--- src/rtl/npu_pkg.sv ---
// Shared definitions for the NPU pixel pipeline: coordinate width, FSM encoding
// and window bit-offset helper.
package npu_pkg;

  localparam int unsigned COORD_W = 16;

  localparam logic IDLE = 1'b0;
  localparam logic RUN  = 1'b1;

  typedef enum logic {
    StIdle = IDLE,
    StRun  = RUN
  } state_e;

  // Bit offset of window element (r,c) for a k-by-k window of dw-bit pixels.
  function automatic int unsigned win_off(int unsigned r, int unsigned c, int unsigned k,
                                          int unsigned dw);
    return (r * k + c) * dw;
  endfunction

endpackage

--- src/rtl/line_ram.sv ---
// One line buffer: asynchronous read, synchronous write, so a read and a write
// at the same address in one cycle return the old contents.
module line_ram #(
  parameter int unsigned LINE_W = 64,
  parameter int unsigned DATA_W = 8,
  parameter int unsigned AW     = (LINE_W > 1) ? $clog2(LINE_W) : 1
) (
  input  logic              clk,
  input  logic              we,
  input  logic [AW-1:0]     addr,
  input  logic [DATA_W-1:0] wdata,
  output logic [DATA_W-1:0] rdata
);

  logic [DATA_W-1:0] mem [LINE_W];

  assign rdata = mem[addr];

  always_ff @(posedge clk) begin
    if (we) begin
      mem[addr] <= wdata;
    end
  end

endmodule

--- src/rtl/window_stream_gen.sv ---
// Sliding K x K window generator over a raster pixel stream with frame-start
// alignment, centre pixel/coordinates and border (win_full) flag.
module window_stream_gen
  import npu_pkg::*;
#(
  parameter int unsigned DATA_W = 8,
  parameter int unsigned K      = 7,
  parameter int unsigned LINE_W = 64
) (
  input  logic                  clk,
  input  logic                  reset,
  input  logic                  data_enable,
  input  logic                  frame_start,
  input  logic [DATA_W-1:0]     data_in,
  output logic                  win_valid,
  output logic [K*K*DATA_W-1:0] window,
  output logic [DATA_W-1:0]     center_pixel,
  output logic                  win_full,
  output logic [COORD_W-1:0]    center_col,
  output logic [COORD_W-1:0]    center_row
);

  localparam int unsigned AW      = (LINE_W > 1) ? $clog2(LINE_W) : 1;
  localparam int unsigned MID     = (K - 1) / 2;
  localparam int unsigned CTR_OFF = win_off(MID, MID, K, DATA_W);

  localparam logic [COORD_W-1:0] KM1      = COORD_W'(K - 1);
  localparam logic [COORD_W-1:0] HALF     = COORD_W'(MID);
  localparam logic [COORD_W-1:0] COL_LAST = COORD_W'(LINE_W - 1);

  state_e                  state_q, state_d;
  logic [COORD_W-1:0]      col_q, col_d, row_q, row_d;
  logic [COORD_W-1:0]      cur_col, cur_row;
  logic                    accept, full;
  logic [K*K*DATA_W-1:0]   window_q, window_d;
  logic [DATA_W-1:0]       lb_rd [K-1];
  logic [DATA_W-1:0]       col_vec [K];

  logic                    win_valid_q, win_full_q;
  logic [COORD_W-1:0]      center_col_q, center_row_q;

  for (genvar i = 0; i < K - 1; i++) begin : g_lb
    logic [DATA_W-1:0] wd;
    if (i == 0) begin : g_first
      assign wd = data_in;
    end else begin : g_chain
      assign wd = lb_rd[i-1];
    end
    line_ram #(
      .LINE_W (LINE_W),
      .DATA_W (DATA_W),
      .AW     (AW)
    ) u_ram (
      .clk   (clk),
      .we    (accept),
      .addr  (cur_col[AW-1:0]),
      .wdata (wd),
      .rdata (lb_rd[i])
    );
  end

  always_comb begin
    state_d  = state_q;
    col_d    = col_q;
    row_d    = row_q;
    window_d = window_q;

    accept  = data_enable && (frame_start || (state_q == StRun));
    // A frame_start pixel is (0,0) regardless of where the counters were.
    cur_col = frame_start ? '0 : col_q;
    cur_row = frame_start ? '0 : row_q;
    full    = (cur_row >= KM1) && (cur_col >= KM1);

    // Oldest line on top; the incoming pixel forms the bottom row.
    for (int r = 0; r < int'(K) - 1; r++) begin
      col_vec[r] = lb_rd[int'(K) - 2 - r];
    end
    col_vec[K-1] = data_in;

    if (accept) begin
      state_d = StRun;
      if (cur_col == COL_LAST) begin
        col_d = '0;
        row_d = (cur_row == '1) ? cur_row : cur_row + COORD_W'(1);
      end else begin
        col_d = cur_col + COORD_W'(1);
        row_d = cur_row;
      end
      for (int unsigned r = 0; r < K; r++) begin
        for (int unsigned c = 0; c < K - 1; c++) begin
          window_d[win_off(r, c, K, DATA_W) +: DATA_W] =
              window_q[win_off(r, c + 1, K, DATA_W) +: DATA_W];
        end
        window_d[win_off(r, K - 1, K, DATA_W) +: DATA_W] = col_vec[r];
      end
    end
  end

  always_ff @(posedge clk) begin
    if (reset) begin
      state_q      <= StIdle;
      col_q        <= '0;
      row_q        <= '0;
      window_q     <= '0;
      win_valid_q  <= 1'b0;
      win_full_q   <= 1'b0;
      center_col_q <= '0;
      center_row_q <= '0;
    end else begin
      state_q     <= state_d;
      col_q       <= col_d;
      row_q       <= row_d;
      window_q    <= window_d;
      win_valid_q <= accept;
      if (accept) begin
        win_full_q   <= full;
        center_col_q <= full ? cur_col - HALF : '0;
        center_row_q <= full ? cur_row - HALF : '0;
      end
    end
  end

  assign win_valid    = win_valid_q;
  assign window       = window_q;
  assign center_pixel = window_q[CTR_OFF +: DATA_W];
  assign win_full     = win_full_q;
  assign center_col   = center_col_q;
  assign center_row   = center_row_q;

endmodule
--- config.mk ---
export PLATFORM = sky130hd
export DESIGN_NAME = window_stream_gen
export DESIGN_NICKNAME = d
export VERILOG_FILES = /design/src/rtl/npu_pkg.sv /design/src/rtl/line_ram.sv /design/src/rtl/window_stream_gen.sv
export SDC_FILE = /design/constraint.sdc
export NUM_CORES = 2
export LEC_CHECK = 0
export BUFFER_PORTS_ARGS = -buffer_cell sky130_fd_sc_hd__buf_2
export CORE_MARGIN = 3
export CORE_UTILIZATION = 65
export CTS_CLUSTER_DIAMETER = 60
export DETAILED_ROUTE_END_ITERATION = 6
export GPL_TIMING_DRIVEN = 0
export MAX_ROUTING_LAYER = met4
export PLACE_DENSITY_LB_ADDON = 0.15
export SYNTH_ARGS = -nofsm -noshare
export SYNTH_HDL_FRONTEND = slang
export SYNTH_HIERARCHICAL = 1
export SYNTH_SLANG_ARGS = --single-unit
--- constraint.sdc ---
create_clock -name clk -period 11.8 [get_ports clk]
set_input_delay 1.18 -clock clk [delete_from_list [all_inputs] [get_ports clk]]
set_output_delay 1.18 -clock clk [all_outputs]
set_load 0.02 [all_outputs]
-- Word-level counts from Yosys, hierarchy flattened
Memory sizes are Yosys's and may differ from the RTL's. A register that Yosys moved wholly into a read port is not among the register bits.
Cells that the tools add are included.
- input bits: 12
- memories kept: 6
- register bits after elaboration: 459
- RAM bits: 3072
- output and inout bits: 434
- memories (name ; words ; bits a word ; read ports ; clocked after Yosys merged registers in ; wr ports ; line ; RTL):
    g_lb[0].u_ram.mem ; 64 ; 8 ; 1 ; 0 ; 1 ; line_ram.sv:15 ; logic [DATA_W-1:0] mem [LINE_W];
    g_lb[1].u_ram.mem ; 64 ; 8 ; 1 ; 0 ; 1 ; line_ram.sv:15 ;
    g_lb[2].u_ram.mem ; 64 ; 8 ; 1 ; 0 ; 1 ; line_ram.sv:15 ;
    g_lb[3].u_ram.mem ; 64 ; 8 ; 1 ; 0 ; 1 ; line_ram.sv:15 ;
    g_lb[4].u_ram.mem ; 64 ; 8 ; 1 ; 0 ; 1 ; line_ram.sv:15 ;
    g_lb[5].u_ram.mem ; 64 ; 8 ; 1 ; 1 ; 1 ; line_ram.sv:15 ;
- magnitude comparators: 2
- equality and inequality tests: 2
- muxes and demuxes: 9
- add/sub/neg operators: 4
- reduce and logical (&&, ||, !) cells: 3
- operator list (cell ; number):
    16-bit 2-to-1 mux ; 7
    16-bit by 1-bit adder with 16-bit output, second input constant ; 2
    16-bit by 3-bit >= comparator with 1-bit output, second input constant ; 2
    16-bit by 2-bit subtractor with 16-bit output, second input constant ; 2
    16-bit equality test, second input constant ; 1
    16-bit by 6-bit equality test with 1-bit output, second input constant ; 1
    1-bit logical AND ; 2
    1-bit 2-to-1 mux ; 2
    1-bit logical OR ; 1

-- Depth between registers and ports, before layout
- depth in word-level cells: 4
- depth in mapped cells: 16
- depth with buffers taken out: 10

-- By module
The synthesis kept the hierarchy.
- modules (own cells, without submodules) (module ; cells an instance ; times used ; area an instance (µm²) ; sequential area each (µm²)):
    line_ram ; 1163 ; 6 ; 20289.5 ; 15374.7
    window_stream_gen ; 2174 ; 1 ; 16957.5 ; 9188.8

-- Least setup slack after synthesis
Ideal clock, no wire load.
- path kind: in2reg
- from: input port frame_start
- to: memory g_lb[1].u_ram.mem[0][0] (data pin)
- path buffers: 4
- setup slack: 6.047 ns
- data arrival time: 5.073 ns
- stages: 10
- cell sequence: clkbuf_1 > nor2b_1 > buf_2 > buf_4 > buf_2 > mux2_2 > a22oi_1 > nor2_1 > o31ai_1 > nand4_1
- RTL lines (item ; line ; RTL):
    start: declaration ; window_stream_gen.sv:13 ; input logic frame_start,
    end: declaration ; line_ram.sv:15 ;

==> reports/qor.csv <==
metric,value,unit
post-synthesis cell type with the largest combined area,sky130_fd_sc_hd__edfxtp_1,
area share of the largest cell type after synthesis,66.51,%
slew at the pin with the worst max-slew slack,1.434,ns
Die Width,467.9,um
clock buffer depth,4,
cell repeated most along the worst path,sky130_fd_sc_hd__clkbuf_1,
layout overhead on the synthesized area,13.30,%
critical-path maximum fanout,24,
maxcap violations,0,
Post-Place Cells,12480,
area of the die,219000,sq um
layout net count,10040,
area of the multi-input gates,34170,sq um
routability-driven placement congestion ratio,1.026,
Filler cells,12830,
Post-Route Skew,0.03897,ns
worst slew slack as a fraction of its limit,4.408,%
synthesized netlist net count,9166,
initial drt markers,15470,
post-detailed-placement half-perimeter wirelength,289.4,mm
final cell count without fillers,13140,
number of buffers added on ports,444,
via count,91870,
Pwr Density,167.7,nW/um^2
reg-to-reg critical path startpoint,col_q[2],
initial antenna violation count,22,
drt pass-1 iters,7,
register area,101400,sq um
hold crit path type,reg2reg,
initial standard-cell utilization of the core,65.78,%
clock root cell,sky130_fd_sc_hd__clkbuf_16,
share of synthesized registers carrying an async set or reset,0,%
H-tree depth,5,
delay of the slowest critical-path stage,1.06,ns
part of the Yosys area used for sequential elements,73.14,%
Resize count post-CTS,0,
family of cells with the greatest summed delay on the critical path,buffers and inverters,
result of the run,finished with violations,
Top Ports,446,
cell area after technology mapping,138700,sq um
length in cells of the worst reg-to-reg path,12,
"FF+latch count, synth",3531,
largest net degree at the start of global routing,66,
Setup crit start kind,input pin,
total setup buffers inserted after CTS,0,
clock insertion delay at the later pin of the skew report,0.96,ns
"commonest non-fill, non-tap cells in the layout","sky130_fd_sc_hd__edfxtp_1 (3072), sky130_fd_sc_hd__nand2_1 (1118), sky130_fd_sc_hd__buf_2 (627)",
post-synthesis adder-cell area fraction,0.01804,%
fraction of final layout cells sized beyond drive strength 1,15.94,%
number of nets still failing antenna checks after routing,0,
Pleak,0.05102,uW
required time worst endpoint,12.48,ns
placeable core region,210800,sq um
clk sinks,3531,
startpoint of the worst hold path,center_row[6],
arrival time of data at the critical path endpoint,7.89,ns
Synth area leaders,"sky130_fd_sc_hd__edfxtp_1 (67%), sky130_fd_sc_hd__dfxtp_1 (6.6%), sky130_fd_sc_hd__mux4_2 (4.0%)",
total of endpoints with negative setup slack in the final report,0,
final-report max-slew violation count,0,
average via count per standard cell,6.994,
fraction of the mapped netlist area in simple logic gates,7.939,%
residual overflow from global routing,0,
CP max stage cell,sky130_fd_sc_hd__nand4_1,
number of different library cells in the post-synthesis netlist,82,
upper clock frequency limit,0.1387,GHz
height of the die,467.9,um
all-layer global routing usage,39.83,%
Setup CP Type,in2reg,
per-instance average area after synthesis,15.15,sq um
Max rail drop VDD,0.0001741,V
hold slack final,0.4301,ns
type of element capturing the critical path,flop,
capture instance of the worst register-to-register path,g_lb[1].u_ram/mem[57][4],
number of instances in the synthesized netlist,9152,
Synth warnings,6,
multiplexer area fraction after synthesis,7.315,%
prevailing post-synth register cell,sky130_fd_sc_hd__edfxtp_1,
violations in the final reports,design-rule violations,
RSZ-0062 raised after global routing,false,
WP buf/inv,10,
hold_buf cts,0,
drt total wl,428.7,mm
global-route wire length before repair,608.0,mm
xor and xnor area share after synthesis,0.09472,%
DRC violation count after routing,5,
reg-to-reg setup timing slack,5.31,ns
depth of the worst hold-timing path,2,
fraction of the mapped netlist area in compound gates,9.201,%
shortest period the worst path allows,7.210,ns
number of buffers created by CTS,356,
hold endpoint,center_row[6],
cells traversed along the worst timing path,buf_2 > clkbuf_1 > clkbuf_1 > clkbuf_1 > nor2b_4 > buf_6 > buf_6 > nor2_1 > clkbuf_1 > clkbuf_1 > a32oi_1 > a31oi_1 > nor4_1 > nand4_1 > buf_16 > buf_8,
number of flops mapped to enable cells by yosys,3072,
"commonest non-fill, non-tap cell in the layout",sky130_fd_sc_hd__edfxtp_1,
final cycle utilization of the critical path,61.10,%
main combinational cell family by area after synthesis,compound AO/OA/AOI/OAI gates,
clock tree from TritonCTS,done,
number of global-route vias before repair,86740,
Final Hold Vio Count,0,
WL per Instance,32.63,um
clock edge transition at the registers on the reported setup and hold paths,0.06,ns
Std-Cell Rows,168,
## stage by stage
step | setup WS [ns] | util, % | power, uW | cell area [sq um] | setup TNS [ns]
after floorplan | 6.047 | - | 14880 | 138700 | 0
after global placement | -2.766 | 68.50 | 15570 | 144400 | -2478.68
after detailed placement | 4.116 | 69.22 | 15690 | 145900 | 0
after CTS | 5.090 | 74.50 | 26360 | 157100 | 0
after global routing | 4.612 | 74.53 | 26940 | 157100 | 0
final | 4.590 | 74.53 | 26350 | 157100 | 0
## flip-flops by register name, indices dropped and copies added (netlist names)
name and cells:
win_full 1, state_q 1, g_lb.u_ram/mem 3072, win_valid 1, row_q 16, window 392
col_q 16, center_row 16, center_col 16
## worst max-delay path by stage
stage,endpoint,depth (start not counted),start
floorplan,g_lb[1].u_ram/mem[0][0],10,frame_start
global placement,g_lb[4].u_ram/mem[53][0],11,frame_start
detailed placement,g_lb[4].u_ram/mem[53][0],18,frame_start
CTS,g_lb[4].u_ram/mem[16][0],18,frame_start
global route,g_lb[1].u_ram/mem[57][4],17,frame_start
finish,g_lb[1].u_ram/mem[57][4],16,frame_start
## Yosys cell counts, types with 40 or more instances
library cell and number:
sky130_fd_sc_hd__buf_2 182, sky130_fd_sc_hd__dfxtp_1 459, sky130_fd_sc_hd__a221o_1 66, sky130_fd_sc_hd__buf_1 44
sky130_fd_sc_hd__a32oi_1 42, sky130_fd_sc_hd__mux2i_1 378, sky130_fd_sc_hd__a221oi_1 127, sky130_fd_sc_hd__and3_1 62
sky130_fd_sc_hd__mux2_1 42, sky130_fd_sc_hd__o2bb2ai_1 42, sky130_fd_sc_hd__nand3b_1 76, sky130_fd_sc_hd__a211oi_1 40
sky130_fd_sc_hd__o22ai_1 134, sky130_fd_sc_hd__nor2_1 526, sky130_fd_sc_hd__nor2b_1 60, sky130_fd_sc_hd__nand2_1 1118
sky130_fd_sc_hd__nand3_1 63, sky130_fd_sc_hd__o21ai_0 89, sky130_fd_sc_hd__a31oi_1 93, sky130_fd_sc_hd__clkbuf_1 376
sky130_fd_sc_hd__and2_1 58, sky130_fd_sc_hd__a22oi_1 245, sky130_fd_sc_hd__o22a_1 67, sky130_fd_sc_hd__o221ai_1 54
sky130_fd_sc_hd__a22o_1 64, sky130_fd_sc_hd__edfxtp_1 3072, sky130_fd_sc_hd__a21oi_1 586, sky130_fd_sc_hd__nand2b_1 146
sky130_fd_sc_hd__mux4_2 246
## routing by layer
layer / track usage [%] / wire, um / part of all wire, % / up-vias
met5: - / 0 / 0 / -
li1: - / - / - / 37400
met2: 57.66 / 191600 / 45 / 7357
met4: 19.57 / 26860 / 6.3 / 0
met3: 9.874 / 57740 / 13 / 1563
met1: 53.43 / 152500 / 36 / 45540
## cells by family (layout without fill, tap and decap cells)
| kind of cell | after synthesis | in the layout |
|---|---|---|
| adder cells (fa/ha/maj) | 2 | 2 |
| AND/OR/NAND/NOR | 2362 | 2362 |
| buffers and inverters | 691 | 1842 |
| flip-flops | 3531 | 3531 |
| XOR/XNOR | 15 | 15 |
| multiplexers | 697 | 697 |
| other | 0 | 28 |
| AO/OA/AOI/OAI | 1854 | 1854 |
## where the power goes
part | internal (uW) | switching [uW] | total, uW
logic | 413 | 1190 | 1600
registers | 13800 | 29.7 | 13900
clock network | 6250 | 4620 | 10900
## layout make-up
class	count	share of cell area, %
diodes	28	0.04459
plain buffers	667	1.973
clock buffers	433	6.018
clock inverters	198	1.066
inverters	24	0.05733
multi-input cells	4930	21.74
flip-flops and latches	3531	64.55
well taps	2805	2.233
repair buffers	520	2.313
## worst register-to-register path, delay by kind of cell (launching register included)
family	cells	cell delay, ns
simple gates	3	2.88
compound gates	2	0.42
buf+inv	7	2.57
flops	1	0.35
No activity file was read; power rests on OpenSTA's default activity.
